`src/rtl/fetch_decode_queue.sv`:
```
// fetch_decode_queue
//   Dual-width instruction buffer between fetch and decode. Accepts up to two
//   fetched instructions per cycle and squeezes out an invalid first slot.
//   Presents the two oldest entries to decode, which retires 0, 1 or 2 of them.
//
// Ports
//   clk, rst            clock and asynchronous active-high reset
//   flush               synchronous clear of every entry (redirect)
//   in_I1*/in_I2*       fetched pair: instruction, valid, predicted-taken, PC
//   stall               to fetch; high while fewer than two slots are free
//   out_I1*/out_I2*     head and head+1 entries, valid when present
//   take1/take2         decode consumes head / head and head+1
//   count               current occupancy
//   stall_cycles        saturating count of stalled cycles (FDQ_STALL_STATS_EN)
//
// Optional feature macro: FDQ_STALL_STATS_EN
module fetch_decode_queue #(
  parameter int DEPTH = 8,
  parameter int IW    = 16
) (
  input  logic                   clk,
  input  logic                   rst,
  input  logic                   flush,
  input  logic [IW-1:0]          in_I1,
  input  logic                   in_I1V,
  input  logic                   in_I1P,
  input  logic [IW-1:0]          in_I1PC,
  input  logic [IW-1:0]          in_I2,
  input  logic                   in_I2V,
  input  logic                   in_I2P,
  input  logic [IW-1:0]          in_I2PC,
  output logic                   stall,
  output logic [IW-1:0]          out_I1,
  output logic                   out_I1P,
  output logic [IW-1:0]          out_I1PC,
  output logic                   out_I1V,
  output logic [IW-1:0]          out_I2,
  output logic                   out_I2P,
  output logic [IW-1:0]          out_I2PC,
  output logic                   out_I2V,
  input  logic                   take1,
  input  logic                   take2,
`ifdef FDQ_STALL_STATS_EN
  output logic [15:0]            stall_cycles,
`endif
  output logic [$clog2(DEPTH):0] count
);

  localparam int PW = $clog2(DEPTH);
  localparam int CW = PW + 1;

  logic [IW-1:0] instrMem [DEPTH];
  logic          predMem  [DEPTH];
  logic [IW-1:0] pcMem    [DEPTH];

  logic [PW-1:0] head_q, head_d;
  logic [PW-1:0] tail_q, tail_d;
  logic [CW-1:0] count_q, count_d;

  logic          enq;
  logic [1:0]    nIn;
  logic [1:0]    nReq;
  logic [1:0]    nOut;
  logic [1:0]    nEnq;
  logic [PW-1:0] i2Slot;
  logic [PW-1:0] headPlus1;

  // Stall looks only at the registered count, so a take in the same cycle
  // never opens room early.
  assign stall = count_q > CW'(DEPTH - 2);
  assign enq   = !stall && !flush;

  // A lone I2 lands at tail so the queue never holds a hole.
  assign i2Slot    = in_I1V ? tail_q + PW'(1) : tail_q;
  assign headPlus1 = head_q + PW'(1);

  // Next-state pointers and occupancy; takes beyond what is present are
  // clamped, and take2 without take1 counts as no take.
  always_comb begin
    nIn  = {1'b0, in_I1V} + {1'b0, in_I2V};
    nEnq = enq ? nIn : 2'd0;
    nReq = 2'd0;
    if (take1) begin
      nReq = take2 ? 2'd2 : 2'd1;
    end
    nOut = nReq;
    if (count_q < CW'(nReq)) begin
      nOut = count_q[1:0];
    end
    head_d  = head_q;
    tail_d  = tail_q;
    count_d = count_q;
    if (flush) begin
      head_d  = '0;
      tail_d  = '0;
      count_d = '0;
    end else begin
      head_d  = head_q + PW'(nOut);
      tail_d  = tail_q + PW'(nEnq);
      count_d = count_q - CW'(nOut) + CW'(nEnq);
    end
  end

  // Pointer and occupancy registers.
  always_ff @(posedge clk or posedge rst) begin
    if (rst) begin
      head_q  <= '0;
      tail_q  <= '0;
      count_q <= '0;
    end else begin
      head_q  <= head_d;
      tail_q  <= tail_d;
      count_q <= count_d;
    end
  end

  // Entry storage; contents need no reset since occupancy gates visibility.
  always_ff @(posedge clk) begin
    if (enq) begin
      if (in_I1V) begin
        instrMem[tail_q] <= in_I1;
        predMem[tail_q]  <= in_I1P;
        pcMem[tail_q]    <= in_I1PC;
      end
      if (in_I2V) begin
        instrMem[i2Slot] <= in_I2;
        predMem[i2Slot]  <= in_I2P;
        pcMem[i2Slot]    <= in_I2PC;
      end
    end
  end

  assign out_I1   = instrMem[head_q];
  assign out_I1P  = predMem[head_q];
  assign out_I1PC = pcMem[head_q];
  assign out_I1V  = count_q != '0;
  assign out_I2   = instrMem[headPlus1];
  assign out_I2P  = predMem[headPlus1];
  assign out_I2PC = pcMem[headPlus1];
  assign out_I2V  = count_q >= CW'(2);
  assign count    = count_q;

`ifdef FDQ_STALL_STATS_EN
  logic [15:0] stallCycles_q;

  // Saturating stall counter; survives flush, cleared only by reset.
  always_ff @(posedge clk or posedge rst) begin
    if (rst) begin
      stallCycles_q <= '0;
    end else if (stall && !flush && stallCycles_q != 16'hFFFF) begin
      stallCycles_q <= stallCycles_q + 16'd1;
    end
  end

  assign stall_cycles = stallCycles_q;
`endif

  // Stall keeps two slots free whenever enqueue is allowed.
  assert property (@(posedge clk) disable iff (rst) count_q <= CW'(DEPTH));

endmodule

```
`config.mk`:
```
export PLATFORM = sky130hd
export DESIGN_NAME = fetch_decode_queue
export DESIGN_NICKNAME = d
export VERILOG_FILES = /design/src/rtl/fetch_decode_queue.sv
export SDC_FILE = /design/constraint.sdc
export NUM_CORES = 1
export LEC_CHECK = 0
export CELL_PAD_IN_SITES_DETAIL_PLACEMENT = 0
export CELL_PAD_IN_SITES_GLOBAL_PLACEMENT = 1
export CORE_MARGIN = 2
export CORE_UTILIZATION = 45
export CTS_BUF_LIST = sky130_fd_sc_hd__clkbuf_16
export DETAILED_ROUTE_END_ITERATION = 8
export PLACE_DENSITY_LB_ADDON = 0.05
export SYNTH_ARGS = -nofsm -noshare
export SYNTH_HDL_FRONTEND = slang
export SYNTH_SLANG_ARGS = --single-unit
```
`constraint.sdc`:
```
create_clock -name clk -period 4.9 [get_ports clk]
set_input_delay 0.98 -clock clk [delete_from_list [all_inputs] [get_ports clk]]
set_output_delay 0.98 -clock clk [all_outputs]
set_load 0.02 [all_outputs]
```
==> flow_summary.yaml, run 1 <==
global_route:
  grt_first_pass_wirelength_mm: 62.82
  number_of_antenna_violations_at_the_first_check_in_global_routing: 0
  grt_overflow: 0
  grt_max_degree: 43
  grt_util_all_layers_pct: 22.87
  first_global_vias: 9781
cts:
  numClockSinks: 274
  cts_buffers: 31
  insertion_delay_ps: 570
  clk_path_buf_depth: 3
  clock_tree.root_cell: "sky130_fd_sc_hd__clkbuf_16"
  cts-htree-levels: 1
  post_cts_hold_buffer_count: 0
  path_clk_slew_ps: 60
  cts.repair.resized: 0
  cts_tree: "yes"
  cts_setup_buffers: 0
place:
  place_area_mm2: 0.01810
  hpwl_mm: 25.19
  buffer_ports.inserted: 145
  gp_routability_congestion: 0.7531
  detailedPlace.worstSlack_ps: 807.9
drt:
  wl_mm: 40.80
  post_drt_via_cell_ratio: 6.047
  wire_per_inst_um: 26.86
  drt_iter0_drc: 654
  antenna_left: 0
  post-route-drc-count: 0
  detail_route.first_pass.iterations: 5
  via_count: 9186
flow_run:
  max_cap_viol_count: 0
layout:
  drive_above_1_share_pct: 52.82
  area.sequential_mm2: 0.008187
  postLayoutCellArea_mm2: 0.01905
  num-fill-cells: 2805
  fin_nets: 1128
  num_antenna_cells: 0
  layout_common_cells: "sky130_fd_sc_hd__mux2_2 (330), sky130_fd_sc_hd__edfxtp_1 (264), sky130_fd_sc_hd__clkdlybuf4s50_1 (145)"
  area_growth_syn_to_layout_pct: 19.40
  mostFrequentLayoutCell: "sky130_fd_sc_hd__mux2_2"
  multiInputGateArea_mm2: 0.007517
floorplan:
  starting_density_pct: 45.96
  ports_placed_on_the_boundary: 146
  fp.dieArea_mm2: 0.03698
  die_width_um: 192.3
  die_h_um: 192.3
  core-area_mm2: 0.03471
  placementRows: 68
yosys:
  ff_latch_count_synth: 274
  synth_top_area_share_pct: 49.69
  post_synth_main_area_contributors: "sky130_fd_sc_hd__edfxtp_1 (50%), sky130_fd_sc_hd__mux2_2 (23%), sky130_fd_sc_hd__mux4_2 (19%), sky130_fd_sc_hd__dfrtp_1 (1.6%), sky130_fd_sc_hd__ha_1 (0.94%)"
  synth.lib_cells_used.distinct: 38
  synth.largest_area_cell: "sky130_fd_sc_hd__edfxtp_1"
  synth.cell_area_mm2: 0.01596
  mappedNetlistNets: 986
  synth-seq-area-share_pct: 51.25
  synthCells: 897
  synthesis.area_per_instance_um2: 17.79
  synth_warnings: 0
timing:
  timing.final.setup_violations: 0
  layout_min_cycle_time_ps: 4454
  clock_skew_ps: 14.48
  pin_slew_with_the_least_headroom_to_its_limit_ps: 1079
  maxClockFrequency_mhz: 224.5
  timing.final.hold_violations: 0
  setup_tns_ps: 0
  slew_violations: 0
  fin_ws_ps: 446.2
  setup_repair_after_global_routing_missed_its_margin: "no"
  min_period_over_period_pct: 90.89
  max-slew-margin-rel_pct: 28.09
setup_path:
  critPathKind: "reg2out"
  r2r_setup_slack_ps: 1340
  worst_setup_path_end_kind: "output port"
  path_max_fanout: 21
  worst-endpoint-arrival_ps: 3470
  critical_path_required_ps: 3920
  worst_setup_path_start_kind: "register"
worst_hold_path:
  hold_path.class: "reg2reg"
power_and_ir_drop:
  power.density_cell_area_mw_per_mm2: 462.1
  max-vdd-ir-drop_uv: 261.9
  leakagePower_nw: 6.147
outcome:
  run_status: "finished, final reports clean"
## per-layer routing
metal	vias to the layer above	track usage, %	share of wire, %
li1	4026	-	-
met1	4858	33.10	45
met2	250	37.56	48
met3	52	2.910	5.1
met4	0	4.316	1.6
met5	-	0	0
## flip-flops by register name (all words and copies together) (netlist names)
| name | flops |
|---|---|
| pcMem | 128 |
| instrMem | 128 |
| tail_q | 3 |
| count | 4 |
| predMem | 8 |
| head_q | 3 |
## cells in the mapped netlist
| library cell | number |
|---|---|
| sky130_fd_sc_hd__nand4b_1 | 1 |
| sky130_fd_sc_hd__o22ai_1 | 2 |
| sky130_fd_sc_hd__dfrtp_1 | 10 |
| sky130_fd_sc_hd__or2_2 | 2 |
| sky130_fd_sc_hd__mux4_2 | 132 |
| sky130_fd_sc_hd__nand3_1 | 2 |
| sky130_fd_sc_hd__o22a_1 | 1 |
| sky130_fd_sc_hd__and2_0 | 1 |
| sky130_fd_sc_hd__o21bai_1 | 4 |
| sky130_fd_sc_hd__buf_4 | 15 |
| sky130_fd_sc_hd__nand3_2 | 4 |
| sky130_fd_sc_hd__a21bo_2 | 1 |
| sky130_fd_sc_hd__buf_1 | 10 |
| sky130_fd_sc_hd__a211oi_1 | 1 |
| sky130_fd_sc_hd__a21o_1 | 2 |
| sky130_fd_sc_hd__edfxtp_1 | 264 |
| sky130_fd_sc_hd__nand2b_1 | 5 |
| sky130_fd_sc_hd__xor2_1 | 1 |
| sky130_fd_sc_hd__nand2_1 | 6 |
| sky130_fd_sc_hd__xnor2_1 | 4 |
| sky130_fd_sc_hd__o2bb2ai_1 | 2 |
| sky130_fd_sc_hd__nor2_1 | 7 |
| sky130_fd_sc_hd__buf_6 | 3 |
| sky130_fd_sc_hd__nor2b_1 | 6 |
| sky130_fd_sc_hd__inv_1 | 10 |
| sky130_fd_sc_hd__a2111oi_4 | 1 |
| sky130_fd_sc_hd__clkbuf_1 | 16 |
| sky130_fd_sc_hd__mux2_2 | 330 |
| sky130_fd_sc_hd__fa_1 | 4 |
| sky130_fd_sc_hd__buf_2 | 22 |
| sky130_fd_sc_hd__ha_1 | 12 |
| sky130_fd_sc_hd__and2_1 | 1 |
| sky130_fd_sc_hd__o21ai_0 | 4 |
| sky130_fd_sc_hd__o21a_1 | 1 |
| sky130_fd_sc_hd__and3_1 | 6 |
| sky130_fd_sc_hd__a21oi_1 | 1 |
| sky130_fd_sc_hd__nand3b_1 | 1 |
| sky130_fd_sc_hd__o31ai_1 | 2 |
## power by group
| part | internal (mW) | total, mW | switching, mW |
|---|---|---|---|
| Sequential | 2.74 | 2.88 | 0.131 |
| Combinational | 1.99 | 3.73 | 1.74 |
| Clock | 1.25 | 2.20 | 0.950 |
## through the flow
| stage | utilization (%) | power [mW] | std cells | hold WS [ps] |
|---|---|---|---|---|
| after global routing | 54.88 | 9.234 | 1519 | 626.6 |
| after CTS | 54.88 | 8.920 | 1519 | 613.0 |
| after global placement | 52.14 | 6.697 | 1461 | 578.9 |
| after detailed placement | 52.14 | 6.703 | 1461 | 597.4 |
| final | 54.88 | 8.804 | 1519 | 603.3 |
| after floorplan | - | 5.302 | 897 | 545.2 |
## critical path: stages, from the launching register on
cell                              delay, ps
sky130_fd_sc_hd__dfrtp_4                650
sky130_fd_sc_hd__ha_4                   620
sky130_fd_sc_hd__buf_12                 260
sky130_fd_sc_hd__mux4_2                 540
sky130_fd_sc_hd__mux2_2                 280
sky130_fd_sc_hd__clkdlybuf4s50_1        540
## final timing paths
check / start / endpoint / depth (start not counted)
min in group asynchronous: rst / count[3] / 2
setup / recovery: head_q[1] / out_I2[14] / 5
hold / removal: tail_q[2] / tail_q[2] / 2
max in group asynchronous: rst / head_q[0] / 2
setup reg to reg: count[3] / pcMem[1][12] / 7
hold reg to reg: tail_q[2] / tail_q[2] / 2
## logic make-up after synthesis
| logic type | Yosys count | share of synthesized area [%] |
|---|---|---|
| DFF | 274 | 51.25 |
| and+or+nand+nor | 42 | 1.545 |
| AOI/OAI and AO/OA | 22 | 1.106 |
| buffers and inverters | 76 | 2.455 |
| adders and majority gates | 16 | 1.443 |
| xor gates and xnor gates | 5 | 0.2745 |
| muxes | 462 | 41.92 |
## layout make-up
class | instances | share of cell area, %
clock buffers | 31 | 4.072
clock inverters | 27 | 0.9195
inverters | 10 | 0.1970
multi-input cells | 547 | 39.46
flip-flops and latches | 274 | 42.97
well taps | 455 | 2.988
repair buffers | 175 | 9.392
(Power assumes the default switching activity.)
==> inputs of run 2 (changes only) <==
Settings changed: ABC_CLOCK_PERIOD_IN_PS set to 4900, CTS_CLUSTER_DIAMETER set to 150, SKIP_LAST_GASP set to 1.
==> results of run 2 <==
The final DEF is identical to that of run 1; final timing and power are the same.
